### src/rtl/stopwatch_pkg.sv
// Shared definitions for the mm:ss stopwatch: control state encoding and field limits.
package stopwatch_pkg;

  localparam int unsigned MIN_W   = 8;
  localparam int unsigned SEC_W   = 6;
  localparam int unsigned STATE_W = 2;
  localparam int unsigned SEC_MAX = 59;

  // Encoding is visible on the status port; 2'b11 is never produced.
  typedef enum logic [STATE_W-1:0] {
    S_IDLE  = 2'b00,
    S_RUN   = 2'b01,
    S_PAUSE = 2'b10
  } state_t;

endpackage

### src/rtl/stopwatch_counter.sv
// Prescaled minutes:seconds counter with synchronous clear and wrap after MAX_MIN:59.
// Ports:
//   clk, rst_n : clock and asynchronous active-low reset
//   clear      : synchronous clear to 00:00 (wins over counting)
//   en         : advance the prescaler; a tick occurs when it reaches TICKS_PER_SEC-1
//   minutes    : elapsed minutes, 0..MAX_MIN (registered)
//   seconds    : elapsed seconds, 0..59 (registered)
module stopwatch_counter
  import stopwatch_pkg::*;
#(
  parameter int unsigned TICKS_PER_SEC = 1,
  parameter int unsigned MAX_MIN       = 99
) (
  input  logic             clk,
  input  logic             rst_n,
  input  logic             clear,
  input  logic             en,
  output logic [MIN_W-1:0] minutes,
  output logic [SEC_W-1:0] seconds
);

  localparam int unsigned PRE_W = (TICKS_PER_SEC > 1) ? $clog2(TICKS_PER_SEC) : 1;

  logic [PRE_W-1:0] r_presc;
  logic [MIN_W-1:0] r_min;
  logic [SEC_W-1:0] r_sec;
  logic             w_tick;

  assign w_tick  = en && (r_presc == PRE_W'(TICKS_PER_SEC - 1));
  assign minutes = r_min;
  assign seconds = r_sec;

  // Prescaler: free-runs only while enabled, holds otherwise.
  always_ff @(posedge clk or negedge rst_n) begin
    if (!rst_n) begin
      r_presc <= '0;
    end else if (clear) begin
      r_presc <= '0;
    end else if (w_tick) begin
      r_presc <= '0;
    end else if (en) begin
      r_presc <= r_presc + PRE_W'(1);
    end
  end

  // mm:ss counters; the full-scale tick returns to 00:00.
  always_ff @(posedge clk or negedge rst_n) begin
    if (!rst_n) begin
      r_min <= '0;
      r_sec <= '0;
    end else if (clear) begin
      r_min <= '0;
      r_sec <= '0;
    end else if (w_tick) begin
      if (r_sec != SEC_W'(SEC_MAX)) begin
        r_sec <= r_sec + SEC_W'(1);
      end else begin
        r_sec <= '0;
        if (r_min != MIN_W'(MAX_MIN)) begin
          r_min <= r_min + MIN_W'(1);
        end else begin
          r_min <= '0;
        end
      end
    end
  end

endmodule

### src/rtl/stopwatch_top.sv
// Stopwatch top: IDLE/RUNNING/PAUSED control FSM driving a prescaled mm:ss counter.
// Ports:
//   clk, rst_n : clock and asynchronous active-low reset
//   start      : start/resume request (level)
//   stop       : pause request
//   reset      : synchronous clear to IDLE and 00:00 (highest priority)
//   minutes    : elapsed minutes (registered)
//   seconds    : elapsed seconds (registered)
//   status     : 00=IDLE, 01=RUNNING, 10=PAUSED (registered)
module stopwatch_top
  import stopwatch_pkg::*;
#(
  parameter int unsigned TICKS_PER_SEC = 1,
  parameter int unsigned MAX_MIN       = 99
) (
  input  logic               clk,
  input  logic               rst_n,
  input  logic               start,
  input  logic               stop,
  input  logic               reset,
  output logic [MIN_W-1:0]   minutes,
  output logic [SEC_W-1:0]   seconds,
  output logic [STATE_W-1:0] status
);

  state_t r_state;
  state_t w_state_next;
  logic   w_en;

  // State register.
  always_ff @(posedge clk or negedge rst_n) begin
    if (!rst_n) begin
      r_state <= S_IDLE;
    end else begin
      r_state <= w_state_next;
    end
  end

  // Next state: reset > stop > start.
  always_comb begin
    w_state_next = r_state;
    case (r_state)
      S_IDLE, S_PAUSE: if (start && !stop) w_state_next = S_RUN;
      S_RUN:           if (stop)           w_state_next = S_PAUSE;
      default:                             w_state_next = S_IDLE;
    endcase
    if (reset) w_state_next = S_IDLE;
  end

  // Count only on edges that start and end in RUNNING, so the starting and pausing edges are idle.
  assign w_en   = (r_state == S_RUN) && (w_state_next == S_RUN);
  assign status = r_state;

  stopwatch_counter #(
    .TICKS_PER_SEC (TICKS_PER_SEC),
    .MAX_MIN       (MAX_MIN)
  ) u_counter (
    .clk     (clk),
    .rst_n   (rst_n),
    .clear   (reset),
    .en      (w_en),
    .minutes (minutes),
    .seconds (seconds)
  );

endmodule

### config.mk
export PLATFORM = sky130hd
export DESIGN_NAME = stopwatch_top
export DESIGN_NICKNAME = d
export VERILOG_FILES = /design/src/rtl/stopwatch_pkg.sv /design/src/rtl/stopwatch_counter.sv /design/src/rtl/stopwatch_top.sv
export SDC_FILE = /design/constraint.sdc
export NUM_CORES = 1
export LEC_CHECK = 0
export BUFFER_PORTS_ARGS = -buffer_cell sky130_fd_sc_hd__buf_2
export CORE_ASPECT_RATIO = 0.9
export CORE_MARGIN = 2
export CORE_UTILIZATION = 40
export DETAILED_ROUTE_END_ITERATION = 8
export PLACE_DENSITY_LB_ADDON = 0.3
export SLEW_MARGIN = 20
export SYNTH_ARGS = -nofsm -noshare
export SYNTH_HDL_FRONTEND = slang
export SYNTH_SLANG_ARGS = --single-unit
export TNS_END_PERCENT = 50
### constraint.sdc
create_clock -name clk -period 1.8 [get_ports clk]
set_input_delay 0.09 -clock clk [delete_from_list [all_inputs] [get_ports clk]]
set_output_delay 0.09 -clock clk [all_outputs]
set_load 0.01 [all_outputs]
==> run metrics <==
status=finished, final reports clean; Hold Fails Final Rpt=0; count of final setup violators=0; via count=893; area of the multi-input gates=495 sq um; cell breakdown of the critical path=ha_2 -> and4b_1 -> nand4b_1 -> buf_6 -> or3_1 -> a21oi_1; # diodes=0; Final ANT Viol Nets=0; final HPWL from detailed placement=1610 um; cell area after synthesis=936 sq um; DR iter-0 viols=17; Pleak=0.571 nW; Max Slew Vio Count=0; Placer Congestion=0.837; Fill cells=~220; die width=55.0 um; synthesis-stage register bit count=17; core area=~2200 sq um; largest cells by area after synthesis=dfrtp_1 45%, a21oi_1 5.9%, nand2_1 2.8%, xor2_1 2.8%, ha_1 2.7%; routed vias/inst=5.62; CTS Sinks=17; worst r2r dst=u_counter.minutes[3]$_DFFE_PN0P_; VDD IR max=0.581 mV; register area=425 sq um; post-synthesis sequential area ratio=a little under half; worst min-delay path category=in2reg; Clock Path Buffers=2; pin count of the biggest net entering global routing=23; synth unique cells=30; Area Growth Syn to Fin=30.6%; Finished Layout Cells=159; R2R Setup Slk=approximately 0.064 ns; mean post-synth cell area=9.75 sq um; clk_lat worst skew=approximately 0.29 ns; Rows=16; DR pass1 iterations=4; NumNets Final=between 100 and 150; H-Tree Level Count=1; crit path from=u_counter.seconds[1]$_DFFE_PN0P_; layout cells sized above 1=35.6%; Rel. slew slack=between 70% and 80%; Clock Tree Root=clkbuf_4; CP Launch Type=flip-flop; CTS Buf Count=3; wirelength, routed=2270 um; dpl cells=150; Worst-path clk slew=0.10 ns; vias in the first global route=762; Least-Margin Pin Slew=about 0.40 ns; Yosys top cell by area=dfrtp_1; area share of the largest cell type after synthesis=45.5%; maximum fanout along the worst path=7; CP Capture Point=u_counter.minutes[3]$_DFFE_PN0P_; CP Capture Type=flip-flop; Worst path slowest cell=dfrtp_1; final cycle utilization of the critical path=96.4%; FMAX=576 MHz; Routed WL per cell=14.3 um; total track usage=18.1%; Critical Path RT=just over 2 ns; CTS tree=built; cells on worst reg2reg path=6; Post-Syn Instances=96; total congestion overflow=0; die area=2740 sq um; CP Buf/Inv Count=1; crit-path max cell delay=0.38 ns; Clock Skews=0.00728 ns; initial antenna violation count=0; final core area utilization=55.5%; reg2reg start=u_counter.seconds[1]$_DFFE_PN0P_; Syn. warnings=0; Die Span Y=49.9 um; crit path time final=1.74 ns; most frequent cells in the layout=20 x buf_2, 17 x dfrtp_1, 15 x buf_4; initial core utilization=42.5%; I/O Buffers=20; commonest non-fill, non-tap cell in the layout=buf_2; first-pass GRT wire length=around 3600 um; cell family with most CP delay=simple AND/OR/NAND/NOR gates; max cap viols=0; Arr. time, crit path=a little under 2 ns; Crit Path Category=reg2reg; DRC=0; Pwr Density=523 nW/um^2; IO Pins=21; syn nets=103; critical path depth=6
==> final cells by class <==
| type | instances | share of cell area [%] |
|---|---|---|
| clock buffers | 4 | 2.15 |
| flip-flops and latches | 17 | 34.8 |
| inverters | 2 | 0.614 |
| repair buffers | 37 | 19.1 |
| multi-input cells | 72 | 40.5 |
| well taps | 27 | 2.76 |
==> kinds of logic (layout without fill, tap and decap cells) <==
logic type	Yosys count	after routing	synth area share, %
AND/OR/NAND/NOR	41	41	28.2
adder cells (fa/ha/maj)	2	2	2.67
buffers and inverters	7	43	3.08
flip-flops	17	17	45.5
multiplexers	1	1	1.07
XOR/XNOR	3	3	2.81
AO/OA/AOI/OAI	25	25	16.7
==> registers in the layout, summed over array words and instances, names as in the netlist <==
register and cells:
u_counter.seconds 6, u_counter.r_presc 1, u_counter.minutes 8, status 2
==> cells in the mapped netlist <==
cell,instances
or2_2,3
o31ai_1,2
xor2_1,3
inv_1,2
dfrtp_1,17
or3_1,4
nor4b_4,1
or4b_1,2
nor2_1,5
nor3_1,3
nand3_1,3
buf_2,2
nand3b_1,2
or4_1,1
clkbuf_1,3
mux2i_1,1
o21ai_0,5
a211oi_1,1
nand4b_1,2
a2111o_1,1
nor3b_1,1
ha_1,2
o32ai_1,2
o211ai_1,1
and4b_1,2
o2111ai_1,2
nand2b_1,4
nand2_1,7
a21oi_1,11
and4_1,1
==> worst min path at each step <==
stage               depth (start not counted)  startpoint                          endpoint  slack (ns)
CTS                                         2        stop               status[0]$_DFF_PN0_        0.03
detailed placement                          1       rst_n  u_counter.minutes[0]$_DFFE_PN0P_        0.04
global placement                            1       rst_n  u_counter.minutes[0]$_DFFE_PN0P_        0.03
finish                                      2        stop               status[0]$_DFF_PN0_        0.04
global route                                2        stop               status[0]$_DFF_PN0_        0.03
floorplan                                   0       rst_n               status[0]$_DFF_PN0_       -0.21
==> stage by stage <==
stage               TNS [ns]  hold WS, ns  cell area, sq um  power, mW  setup slack (ns)
floorplan                  0       -0.206               936      0.416            0.0367
global placement           0       0.0348              1140      0.439             0.129
detailed placement         0       0.0400              1140      0.440            0.0633
CTS                        0       0.0313              1170      0.650            0.0409
global route         -0.0316       0.0312              1220      0.680           -0.0189
finish                     0       0.0410              1220      0.639            0.0641
==> worst reg2reg max path: cells and delay by family, from the launching register on <==
family,cells,cell delay [ns]
compound gates,1,0.17
buf+inv,1,0.18
fa+ha+maj,1,0.21
simple gates,3,0.72
flops,1,0.38
==> metal layers <==
layer	vias up	global-route usage, %	part of all wire, %
met3	2	6.36	5.9
met1	433	22.8	45
met5	-	0	0
li1	433	-	-
met2	25	29.4	49
met4	0	3.66	0.57
==> power by group <==
part           switching (mW)  internal [mW]  total [mW]
registers             0.00341          0.384       0.387
logic                  0.0285         0.0178      0.0463
clock network           0.119         0.0861       0.205
total                   0.151          0.488       0.639
==> repair_timing <==
| action | 4_1_cts | 5_1_grt |
|---|---|---|
| hold buffers | 1 | 0 |
| buffers inserted | 0 | 4 |
| endpoints found under the setup margin | 0 | 5 |
| gates resized for setup | 0 | 5 |
| hold endpoints to repair | 17 | 0 |
(Power assumes the default switching activity.)
